`config.mk`:
```
export PLATFORM = sky130hd
export DESIGN_NAME = l1_byte_requester
export DESIGN_NICKNAME = d
export VERILOG_FILES = /design/src/rtl/l1_byte_requester.sv
export SDC_FILE = /design/constraint.sdc
export NUM_CORES = 1
export LEC_CHECK = 0
export ABC_AREA = 1
export CORE_MARGIN = 4
export CORE_UTILIZATION = 48
export DETAILED_ROUTE_END_ITERATION = 8
export GPL_TIMING_DRIVEN = 0
export PLACE_DENSITY = 0.85
export SYNTH_ARGS = -nofsm -noshare
export SYNTH_HDL_FRONTEND = slang
export SYNTH_SLANG_ARGS = --single-unit
```
`constraint.sdc`:
```
create_clock -name clk_i -period 14.95 [get_ports clk_i]
set_input_delay 2.99 -clock clk_i [delete_from_list [all_inputs] [get_ports clk_i]]
set_output_delay 2.99 -clock clk_i [all_outputs]
set_load 0.01 [all_outputs]
```
`src/rtl/l1_byte_requester.sv`:
```
// CPU-side initiator for the L1 byte interface: splits an aligned byte/half/word
// load or store into sequential single-byte L1 transactions and returns one response.
module l1_byte_requester #(
    parameter int unsigned TIMEOUT_CYCLES = 64,
    parameter int unsigned CNT_W          = $clog2(TIMEOUT_CYCLES + 1)
) (
    input  logic        clk_i,
    input  logic        rst,
    input  logic        req_valid_i,
    output logic        req_ready_o,
    input  logic        req_wen_i,
    input  logic [1:0]  req_size_i,
    input  logic        req_unsigned_i,
    input  logic [31:0] req_addr_i,
    input  logic [31:0] req_wdata_i,
    output logic        resp_valid_o,
    output logic [31:0] resp_rdata_o,
    output logic        resp_err_o,
    output logic        l1_valid_o,
    output logic        l1_wen_o,
    output logic [31:0] l1_addr_o,
    output logic [7:0]  l1_bytedata_o,
    input  logic        l1_ready_i,
    input  logic [7:0]  l1_byteout_i
);

    // A zero timeout yields a zero-width counter; keep at least one bit.
    localparam int unsigned WdW    = (CNT_W < 1) ? 1 : CNT_W;
    localparam int unsigned WdLast = (TIMEOUT_CYCLES == 0) ? 0 : TIMEOUT_CYCLES - 1;

    typedef enum logic [1:0] {
        StIdle,
        StIssue,
        StResp
    } state_e;

    state_e         r_state;
    logic           r_wen;
    logic [1:0]     r_size;
    logic           r_unsigned;
    logic [31:0]    r_wdata;
    logic [1:0]     r_k;
    logic [1:0]     r_last_k;
    logic [WdW-1:0] r_wd;
    logic [31:0]    r_asm;

    logic           r_req_ready;
    logic           r_resp_valid;
    logic [31:0]    r_resp_rdata;
    logic           r_resp_err;
    logic           r_l1_valid;
    logic           r_l1_wen;
    logic [31:0]    r_l1_addr;
    logic [7:0]     r_l1_bytedata;

    logic           w_req_err;
    logic [1:0]     w_last_k;
    logic [31:0]    w_asm_new;
    logic [31:0]    w_resp_data;
    logic [7:0]     w_next_byte;
    logic           w_wd_expired;

    always_comb begin
        w_req_err = (req_size_i == 2'd3) ||
                    ((req_size_i == 2'd1) && req_addr_i[0]) ||
                    ((req_size_i == 2'd2) && (req_addr_i[1:0] != 2'b00));
        case (req_size_i)
            2'd0:    w_last_k = 2'd0;
            2'd1:    w_last_k = 2'd1;
            default: w_last_k = 2'd3;
        endcase
    end

    // Assembly including the byte returned this cycle, so the final byte
    // can feed the response without an extra cycle.
    always_comb begin
        w_asm_new = r_asm;
        w_asm_new[{r_k, 3'b000} +: 8] = l1_byteout_i;
    end

    always_comb begin
        w_resp_data = 32'h0;
        if (!r_wen) begin
            case (r_size)
                2'd0:    w_resp_data = r_unsigned ? {24'h0, w_asm_new[7:0]}
                                                  : {{24{w_asm_new[7]}}, w_asm_new[7:0]};
                2'd1:    w_resp_data = r_unsigned ? {16'h0, w_asm_new[15:0]}
                                                  : {{16{w_asm_new[15]}}, w_asm_new[15:0]};
                default: w_resp_data = w_asm_new;
            endcase
        end
    end

    always_comb begin
        case (r_k)
            2'd0:    w_next_byte = r_wdata[15:8];
            2'd1:    w_next_byte = r_wdata[23:16];
            default: w_next_byte = r_wdata[31:24];
        endcase
    end

    assign w_wd_expired = (TIMEOUT_CYCLES != 0) && (r_wd == WdW'(WdLast));

    always_ff @(posedge clk_i or posedge rst) begin
        if (rst) begin
            r_state       <= StIdle;
            r_wen         <= 1'b0;
            r_size        <= 2'd0;
            r_unsigned    <= 1'b0;
            r_wdata       <= 32'h0;
            r_k           <= 2'd0;
            r_last_k      <= 2'd0;
            r_wd          <= '0;
            r_asm         <= 32'h0;
            r_req_ready   <= 1'b1;
            r_resp_valid  <= 1'b0;
            r_resp_rdata  <= 32'h0;
            r_resp_err    <= 1'b0;
            r_l1_valid    <= 1'b0;
            r_l1_wen      <= 1'b0;
            r_l1_addr     <= 32'h0;
            r_l1_bytedata <= 8'h0;
        end else begin
            case (r_state)
                StIdle: begin
                    if (req_valid_i) begin
                        r_req_ready <= 1'b0;
                        r_wen       <= req_wen_i;
                        r_size      <= req_size_i;
                        r_unsigned  <= req_unsigned_i;
                        r_wdata     <= req_wdata_i;
                        r_last_k    <= w_last_k;
                        r_k         <= 2'd0;
                        r_wd        <= '0;
                        r_asm       <= 32'h0;
                        if (w_req_err) begin
                            r_state      <= StResp;
                            r_resp_valid <= 1'b1;
                            r_resp_err   <= 1'b1;
                            r_resp_rdata <= 32'h0;
                        end else begin
                            r_state       <= StIssue;
                            r_l1_valid    <= 1'b1;
                            r_l1_wen      <= req_wen_i;
                            r_l1_addr     <= req_addr_i;
                            r_l1_bytedata <= req_wdata_i[7:0];
                        end
                    end
                end
                StIssue: begin
                    // l1_ready_i takes priority over a simultaneous watchdog expiry.
                    if (l1_ready_i) begin
                        r_wd <= '0;
                        if (!r_wen) begin
                            r_asm <= w_asm_new;
                        end
                        if (r_k == r_last_k) begin
                            r_state       <= StResp;
                            r_l1_valid    <= 1'b0;
                            r_l1_wen      <= 1'b0;
                            r_l1_addr     <= 32'h0;
                            r_l1_bytedata <= 8'h0;
                            r_resp_valid  <= 1'b1;
                            r_resp_err    <= 1'b0;
                            r_resp_rdata  <= w_resp_data;
                        end else begin
                            r_k           <= r_k + 2'd1;
                            r_l1_addr     <= r_l1_addr + 32'd1;
                            r_l1_bytedata <= w_next_byte;
                        end
                    end else if (w_wd_expired) begin
                        r_state       <= StResp;
                        r_l1_valid    <= 1'b0;
                        r_l1_wen      <= 1'b0;
                        r_l1_addr     <= 32'h0;
                        r_l1_bytedata <= 8'h0;
                        r_asm         <= 32'h0;
                        r_resp_valid  <= 1'b1;
                        r_resp_err    <= 1'b1;
                        r_resp_rdata  <= 32'h0;
                    end else begin
                        r_wd <= r_wd + 1'b1;
                    end
                end
                StResp: begin
                    r_state      <= StIdle;
                    r_req_ready  <= 1'b1;
                    r_resp_valid <= 1'b0;
                    r_resp_err   <= 1'b0;
                    r_resp_rdata <= 32'h0;
                end
                default: begin
                    r_state     <= StIdle;
                    r_req_ready <= 1'b1;
                end
            endcase
        end
    end

    assign req_ready_o   = r_req_ready;
    assign resp_valid_o  = r_resp_valid;
    assign resp_rdata_o  = r_resp_rdata;
    assign resp_err_o    = r_resp_err;
    assign l1_valid_o    = r_l1_valid;
    assign l1_wen_o      = r_l1_wen;
    assign l1_addr_o     = r_l1_addr;
    assign l1_bytedata_o = r_l1_bytedata;

endmodule

```
### Word level (Yosys, flattened, before mapping)

Index checks and enable logic that the tools add are counted.

| cells by class | value |
|---|---|
| $add $sub $neg | 4 |
| eq/ne operators | 18 |
| shift-type cells | 2 |
| mux-type cells | 61 |
| bitwise operators | 1 |
| reductions and logical operators | 20 |

Operators by type and width:

| kind | count |
|---|---|
| 2-to-1 mux 32 bit | 15 |
| case mux 32 bit (2 select lines) | 3 |
| case mux 32 bit (3 select lines) | 1 |
| 2-to-1 mux 8 bit | 5 |
| adder 32 x 1 -> 32 bit, second input constant | 1 |
| bitwise mux 32 bit | 1 |
| case mux 8 bit (2 select lines) | 2 |
| variable shift 8 x 7 -> 32 bit, first input constant | 1 |
| indexed part select 8 x 7 -> 32 bit | 1 |
| 2-to-1 mux 7 bit | 3 |
| 2-to-1 mux 2 bit | 8 |
| 2-to-1 mux 1 bit | 14 |
| case mux 7 bit (2 select lines) | 1 |
| != test 3 bit, second input constant | 4 |
| case mux 2 bit (2 select lines) | 3 |
| AND reduction 4 bit | 3 |
| != test 2 bit, second input constant | 5 |
| AND reduction 5 bit | 2 |
| equality test 2 x 1 -> 1 bit, second input constant | 4 |
| zero test 2 bit | 4 |
| adder 7 x 1 -> 7 bit, second input constant | 1 |
| equality test 7 x 6 -> 1 bit, second input constant | 1 |
| negator 5 -> 7 bit | 1 |
| equality test 2 bit, second input constant | 3 |
| 11 further kinds | 19 |

| word-level totals | value |
|---|---|
| register bits after elaboration | 158 |
| output and inout bits | 77 |
| word-level logic and storage cells | 123 |

### Longest topological paths before layout

| logic depth | value |
|---|---|
| depth after elaboration | 9 |
| gate-level depth with buffers | 13 |

### Worst setup path after synthesis

OpenSTA, ideal clock, no wires.

| timing | value |
|---|---|
| kind | input to register |
| from | in l1_ready_i |
| to | reg r_resp_valid (netlist: resp_valid_o) |
| setup time | 0.118 ns |
| arrival time | 4.031 ns |
| setup slack | 10.801 ns |
| stages on the path | 9 |
| buffers on the path | 1 |
| cells stage by stage | nand2_1 > inv_2 > nand2_2 > nand3_4 > nor3_4 > inv_2 > buf_2 > nand2_1 > o21ai_2 |

| on the way | value |
|---|---|
| cells in the longest elaborated chain, start to end | 2 |

Ends and longest elaborated chain:

| item | RTL line | RTL |
|---|---|---|
| start: declaration | 23 | `input logic l1_ready_i,` |
| != test 3 bit (no source line) / 2-to-1 mux 1 bit (equally long branches) | - |  |
| AND reduction 5 bit (no source line) / case mux 1 bit (3 select lines) (equally long branches) | - |  |
| end signal: assignment | 116 | `r_resp_valid <= 1'b0;` |
| end signal: assignment | 138 | `r_resp_valid <= 1'b1;` |
| end signal: assignment | 163 | `r_resp_valid <= 1'b1;` |
| end: declaration | 48 | `logic r_resp_valid;` |

Parallel ways exist; a longest one is shown, timed or not.
A chain may end at the register's enable or synchronous reset.

### Worst setup path in the final report

| timing | value |
|---|---|
| from | in req_addr_i[0] |
| to | reg r_l1_addr[2] (netlist: l1_addr_o[2]) |

| on the way | value |
|---|---|
| cells in the longest elaborated chain, start to end | 5 |

Ends and longest elaborated chain:

| item | RTL line | RTL |
|---|---|---|
| start: declaration | 14 | `input logic [31:0] req_addr_i,` |
| nonzero test 2 bit / logical AND 1 bit (equally long branches) | 66, 65 |  |
| logical AND 1 bit / logical OR 1 bit (equally long branches) | 66, 64 |  |
| logical OR 1 bit * | 65 | `((req_size_i == 2'd1) && req_addr_i[0]) \|\|` |
| != test 2 bit (no source line) * | - |  |
| AND reduction 4 bit (no source line) * | - |  |
| end signal: assignment | 145 | `r_l1_addr <= req_addr_i;` |
| end signal: assignment | 168 | `r_l1_addr <= r_l1_addr + 32'd1;` |
| end: declaration | 53 | `logic [31:0] r_l1_addr;` |

Mark *: on every way between the ends. The rest lies on a longest branch, timed or not.

==> impl_table.tex <==
\begin{tabular}{lr}
\hline
Metric & Value \\
\hline
\multicolumn{2}{l}{\textbf{Run status}} \\
Status & complete, no violations \\
\multicolumn{2}{l}{\textbf{Critical path}} \\
Max FO, Critical Path & 10 \\
Dominant delay contributor by cell family on the critical path & buffers and inverters \\
Nature of the critical path endpoint & flip-flop \\
Critical path launch point & req\_addr\_i[0] \\
Critical path depth & 10 \\
Element type at the critical path start & input port \\
Last element of the critical path & l1\_addr\_o[2]\$\_DFFE\_PP0P\_ \\
R2R Path End & resp\_rdata\_o[19]\$\_DFFE\_PP0P\_ \\
Depth of the worst register-to-register path & 10 \\
Count of buffering cells on the critical path with inverters included & 4 \\
Cells along the critical path & clkdlybuf4s50\_1 -> inv\_1 -> o21bai\_1 -> nand3\_1 -> nand2\_1 -> nor2\_1 -> inv\_2 -> clkbuf\_1 -> o22ai\_1 -> a21oi\_1 \\
WP data arrival & 4.96 ns \\
Critical-path top delay cell & sky130\_fd\_sc\_hd\_\_clkdlybuf4s50\_1 \\
Critical Path RT & 15.30 ns \\
Worst Setup Path Type & in -> reg \\
Reg2reg setup slack & 12.24 ns \\
Crit Reg-Reg Startpoint & r\_k[0]\$\_DFFE\_PP0P\_ \\
Critical Path Max Stage Delay & 0.50 ns \\
\multicolumn{2}{l}{\textbf{Finish}} \\
Layout cell share with drive strength beyond 1 & 6.24\% \\
Area of the multi-input gates & 3620 um2 \\
Filler cell count in the final layout & 1338 \\
Number of non-filler instances in the completed layout & 1449 \\
Total Nets Final & 1311 \\
Relative area change from synthesis to final layout & 31.7\% \\
Sequential cell area & 3750 um2 \\
Antenna cell count & 0 \\
\multicolumn{2}{l}{\textbf{Timing}} \\
Layout Skew & 0.00734 ns \\
Setup repair after global routing missed its margin & no \\
Number of hold-slack violations in the final timing report & 0 \\
Post-route clock period utilization & 30.8\% \\
Max Clk Rate & 0.217 GHz \\
Period minus WS final & 4.61 ns \\
Slew HR & 60.2\% \\
Pin slew with the least headroom to its limit & 0.598 ns \\
Final count of negative-setup-slack endpoints & 0 \\
Fin Setup TNS & 0 ns \\
Final Max Slew Viols & 0 \\
\multicolumn{2}{l}{\textbf{Global route}} \\
Number of antenna violations at the first check in global routing & 0 \\
Via count of the first global-routing pass & 7714 \\
Wire length of the first global-routing pass & 38400 um \\
Total congestion overflow after global routing & 0 \\
Total routing resource utilization after global routing & 26.0\% \\
Pin count of the biggest net entering global routing & 93 \\
\multicolumn{2}{l}{\textbf{Routing}} \\
Avg Vias per Cell & 5.55 \\
Initial detailed-routing violation count & 898 \\
Antenna-violating nets left & 0 \\
Post-detailed-routing wire length & 23800 um \\
Initial DRT Pass Iterations & 7 \\
Vias & 8048 \\
Residual DRC & 0 \\
Wire per inst & 16.4 um \\
\multicolumn{2}{l}{\textbf{Clock tree}} \\
TritonCTS clock tree & done \\
Max clock buf depth & 2 \\
CTS Buf Count & 17 \\
Number of hold buffers added after cts & 0 \\
Worst-skew pair later-pin latency & 0.43 ns \\
Count of clock tree sinks & 150 \\
Clock slew at the register clock pins of the worst setup and hold paths & 0.06 ns \\
Post-CTS setup buffer count & 0 \\
CTS resizes & 0 \\
Clock H-tree levels & 4 \\
Root buf cell & sky130\_fd\_sc\_hd\_\_clkbuf\_16 \\
\multicolumn{2}{l}{\textbf{Power}} \\
Sum of internal, switching and leakage power & 2.15 mW \\
Peak VDD IR & 0.124 mV \\
Static leakage & 4.73 nW \\
Total power density per cell area & 207 nW/um2 \\
\multicolumn{2}{l}{\textbf{Die}} \\
Die area & 18600 um2 \\
Cell row count & 46 \\
Initial cell density of the core & 49.4\% \\
Die width & 136 um \\
Height of the die & 136 um \\
Number of placed I/O pins & 157 \\
Total core area & 16000 um2 \\
\multicolumn{2}{l}{\textbf{Placed design}} \\
Gpl congestion & 0.949 \\
Count of input and output buffers & 156 \\
Post-DP HPWL & 17200 um \\
Post-placement cell count & 1417 \\
\multicolumn{2}{l}{\textbf{Yosys}} \\
Top post-synthesis cells by area & sky130\_fd\_sc\_hd\_\_dfrtp\_1 (47\%), sky130\_fd\_sc\_hd\_\_nand2\_1 (16\%), sky130\_fd\_sc\_hd\_\_o21ai\_0 (5.3\%) \\
Synth cell types & 43 \\
Post-Synthesis Cells & 1044 \\
Mean instance size in the synthesized netlist & 7.57 um2 \\
Asr flop ratio synth & 100\% \\
Synth Register Bits & 150 \\
Count of flip-flops with a built-in enable after synthesis & 0 \\
Total of warnings raised by yosys & 0 \\
Post-synthesis cell area & 7910 um2 \\
Synthesized netlist net count & 1135 \\
Top\_reg\_cell synth & sky130\_fd\_sc\_hd\_\_dfrtp\_1 \\
Cell accounting for the most synthesized area & sky130\_fd\_sc\_hd\_\_dfrtp\_1 \\
Proportion of netlist area held by the largest area contributor & 47.2\% \\
Register area share after synthesis & 47.5\% \\
\multicolumn{2}{l}{\textbf{Run}} \\
Maximum capacitance violations & 0 \\
\multicolumn{2}{l}{\textbf{Hold path}} \\
Path class of the lowest-slack min-delay path & reg -> reg \\
Number of instances on the worst hold path & 2 \\
\hline
\end{tabular}
## registers in the layout (all words and copies together), names as in the netlist, 2 cells and up
signal         cells
l1_addr_o         32
l1_bytedata_o      8
r_asm             32
r_k                2
r_last_k           2
r_size             2
r_state            2
r_wd               7
r_wdata           24
resp_rdata_o      32
## Yosys cell counts, types with 7 or more instances
cell / instances
sky130_fd_sc_hd__inv_1: 75
sky130_fd_sc_hd__o21ai_2: 13
sky130_fd_sc_hd__ha_1: 11
sky130_fd_sc_hd__nand2_1: 327
sky130_fd_sc_hd__clkbuf_1: 26
sky130_fd_sc_hd__o22ai_1: 11
sky130_fd_sc_hd__a31oi_1: 9
sky130_fd_sc_hd__o21ai_0: 84
sky130_fd_sc_hd__nand3_1: 57
sky130_fd_sc_hd__nor2_1: 111
sky130_fd_sc_hd__nand4_1: 8
sky130_fd_sc_hd__dfrtp_1: 149
sky130_fd_sc_hd__a22oi_1: 17
sky130_fd_sc_hd__a41oi_1: 7
sky130_fd_sc_hd__a21oi_1: 66
sky130_fd_sc_hd__buf_2: 11
sky130_fd_sc_hd__o21ai_1: 7
## per-stage QoR
step	hold slack [ns]	setup slack, ns	util, %	area, um2
5_1_grt	0.492	10.15	65.1	10400
4_1_cts	0.476	10.42	65.1	10400
2_1_floorplan	0.444	7.93	-	7910
6_report	0.472	10.34	65.1	10400
3_3_place_gp	0.456	5.87	60.9	9740
3_5_place_dp	0.460	9.98	61.1	9770
## cell type report
cell class              count  share of cell area (%)
plain buffers              44                    2.04
well taps                 216                    2.60
clock inverters            13                    1.98
multi-input cells         766                    34.8
inverters                  84                    3.08
clock buffers              19                    4.16
repair buffers            157                    15.3
flip-flops and latches    150                    36.1
## worst min path at each step
stage,start,endpoint
2_1_floorplan,r_asm[2]$_DFFE_PP0P_,r_asm[2]$_DFFE_PP0P_
3_3_place_gp,l1_bytedata_o[0]$_DFFE_PP0P_,l1_bytedata_o[0]$_DFFE_PP0P_
3_5_place_dp,r_asm[3]$_DFFE_PP0P_,r_asm[3]$_DFFE_PP0P_
4_1_cts,l1_bytedata_o[5]$_DFFE_PP0P_,l1_bytedata_o[5]$_DFFE_PP0P_
5_1_grt,l1_bytedata_o[5]$_DFFE_PP0P_,l1_bytedata_o[5]$_DFFE_PP0P_
6_report,l1_bytedata_o[5]$_DFFE_PP0P_,l1_bytedata_o[5]$_DFFE_PP0P_
## power breakdown
group / internal, mW / total (mW) / switching (mW)
Sequential: 0.543 / 0.657 / 0.114
Combinational: 0.386 / 1.02 / 0.637
Clock: 0.296 / 0.470 / 0.174
Total: 1.23 / 2.15 / 0.925
## worst reg2reg max path, stage by stage (launching register included)
cell                      delay [ns]
sky130_fd_sc_hd__dfrtp_1        0.57
sky130_fd_sc_hd__inv_2          0.20
sky130_fd_sc_hd__ha_1           0.42
sky130_fd_sc_hd__nor2_1         0.43
sky130_fd_sc_hd__nand3_1        0.13
sky130_fd_sc_hd__nand2_1        0.13
sky130_fd_sc_hd__a31oi_1        0.10
sky130_fd_sc_hd__o21ai_2        0.16
sky130_fd_sc_hd__buf_4          0.24
sky130_fd_sc_hd__nand3_1        0.09
sky130_fd_sc_hd__o21ai_1        0.15
## layout by cell type (no fill, tap or decap), types with 13 or more instances in the layout
cell,instances
sky130_fd_sc_hd__a21oi_1,66
sky130_fd_sc_hd__a22oi_1,17
sky130_fd_sc_hd__clkbuf_1,28
sky130_fd_sc_hd__clkbuf_16,17
sky130_fd_sc_hd__clkdlybuf4s50_1,156
sky130_fd_sc_hd__dfrtp_1,149
sky130_fd_sc_hd__inv_1,74
sky130_fd_sc_hd__nand2_1,327
sky130_fd_sc_hd__nand3_1,57
sky130_fd_sc_hd__nor2_1,111
sky130_fd_sc_hd__o21ai_0,84
sky130_fd_sc_hd__o21ai_2,13
## layer usage
layer	routed length [um]	up-vias	track usage (%)
li1	-	3801	-
met1	9970	3769	35.2
met2	11000	402	41.3
met3	2010	76	5.81
met4	778	0	9.46
met5	0	-	0
## cell families after synthesis
group	after synthesis	share of synthesized area (%)
AO/OA/AOI/OAI	233	17.2
flip-flops	150	47.5
adder cells (fa/ha/maj)	11	1.74
buffers and inverters	128	6.68
AND/OR/NAND/NOR	519	26.6
XOR/XNOR	3	0.332
(Power assumes the default switching activity.)
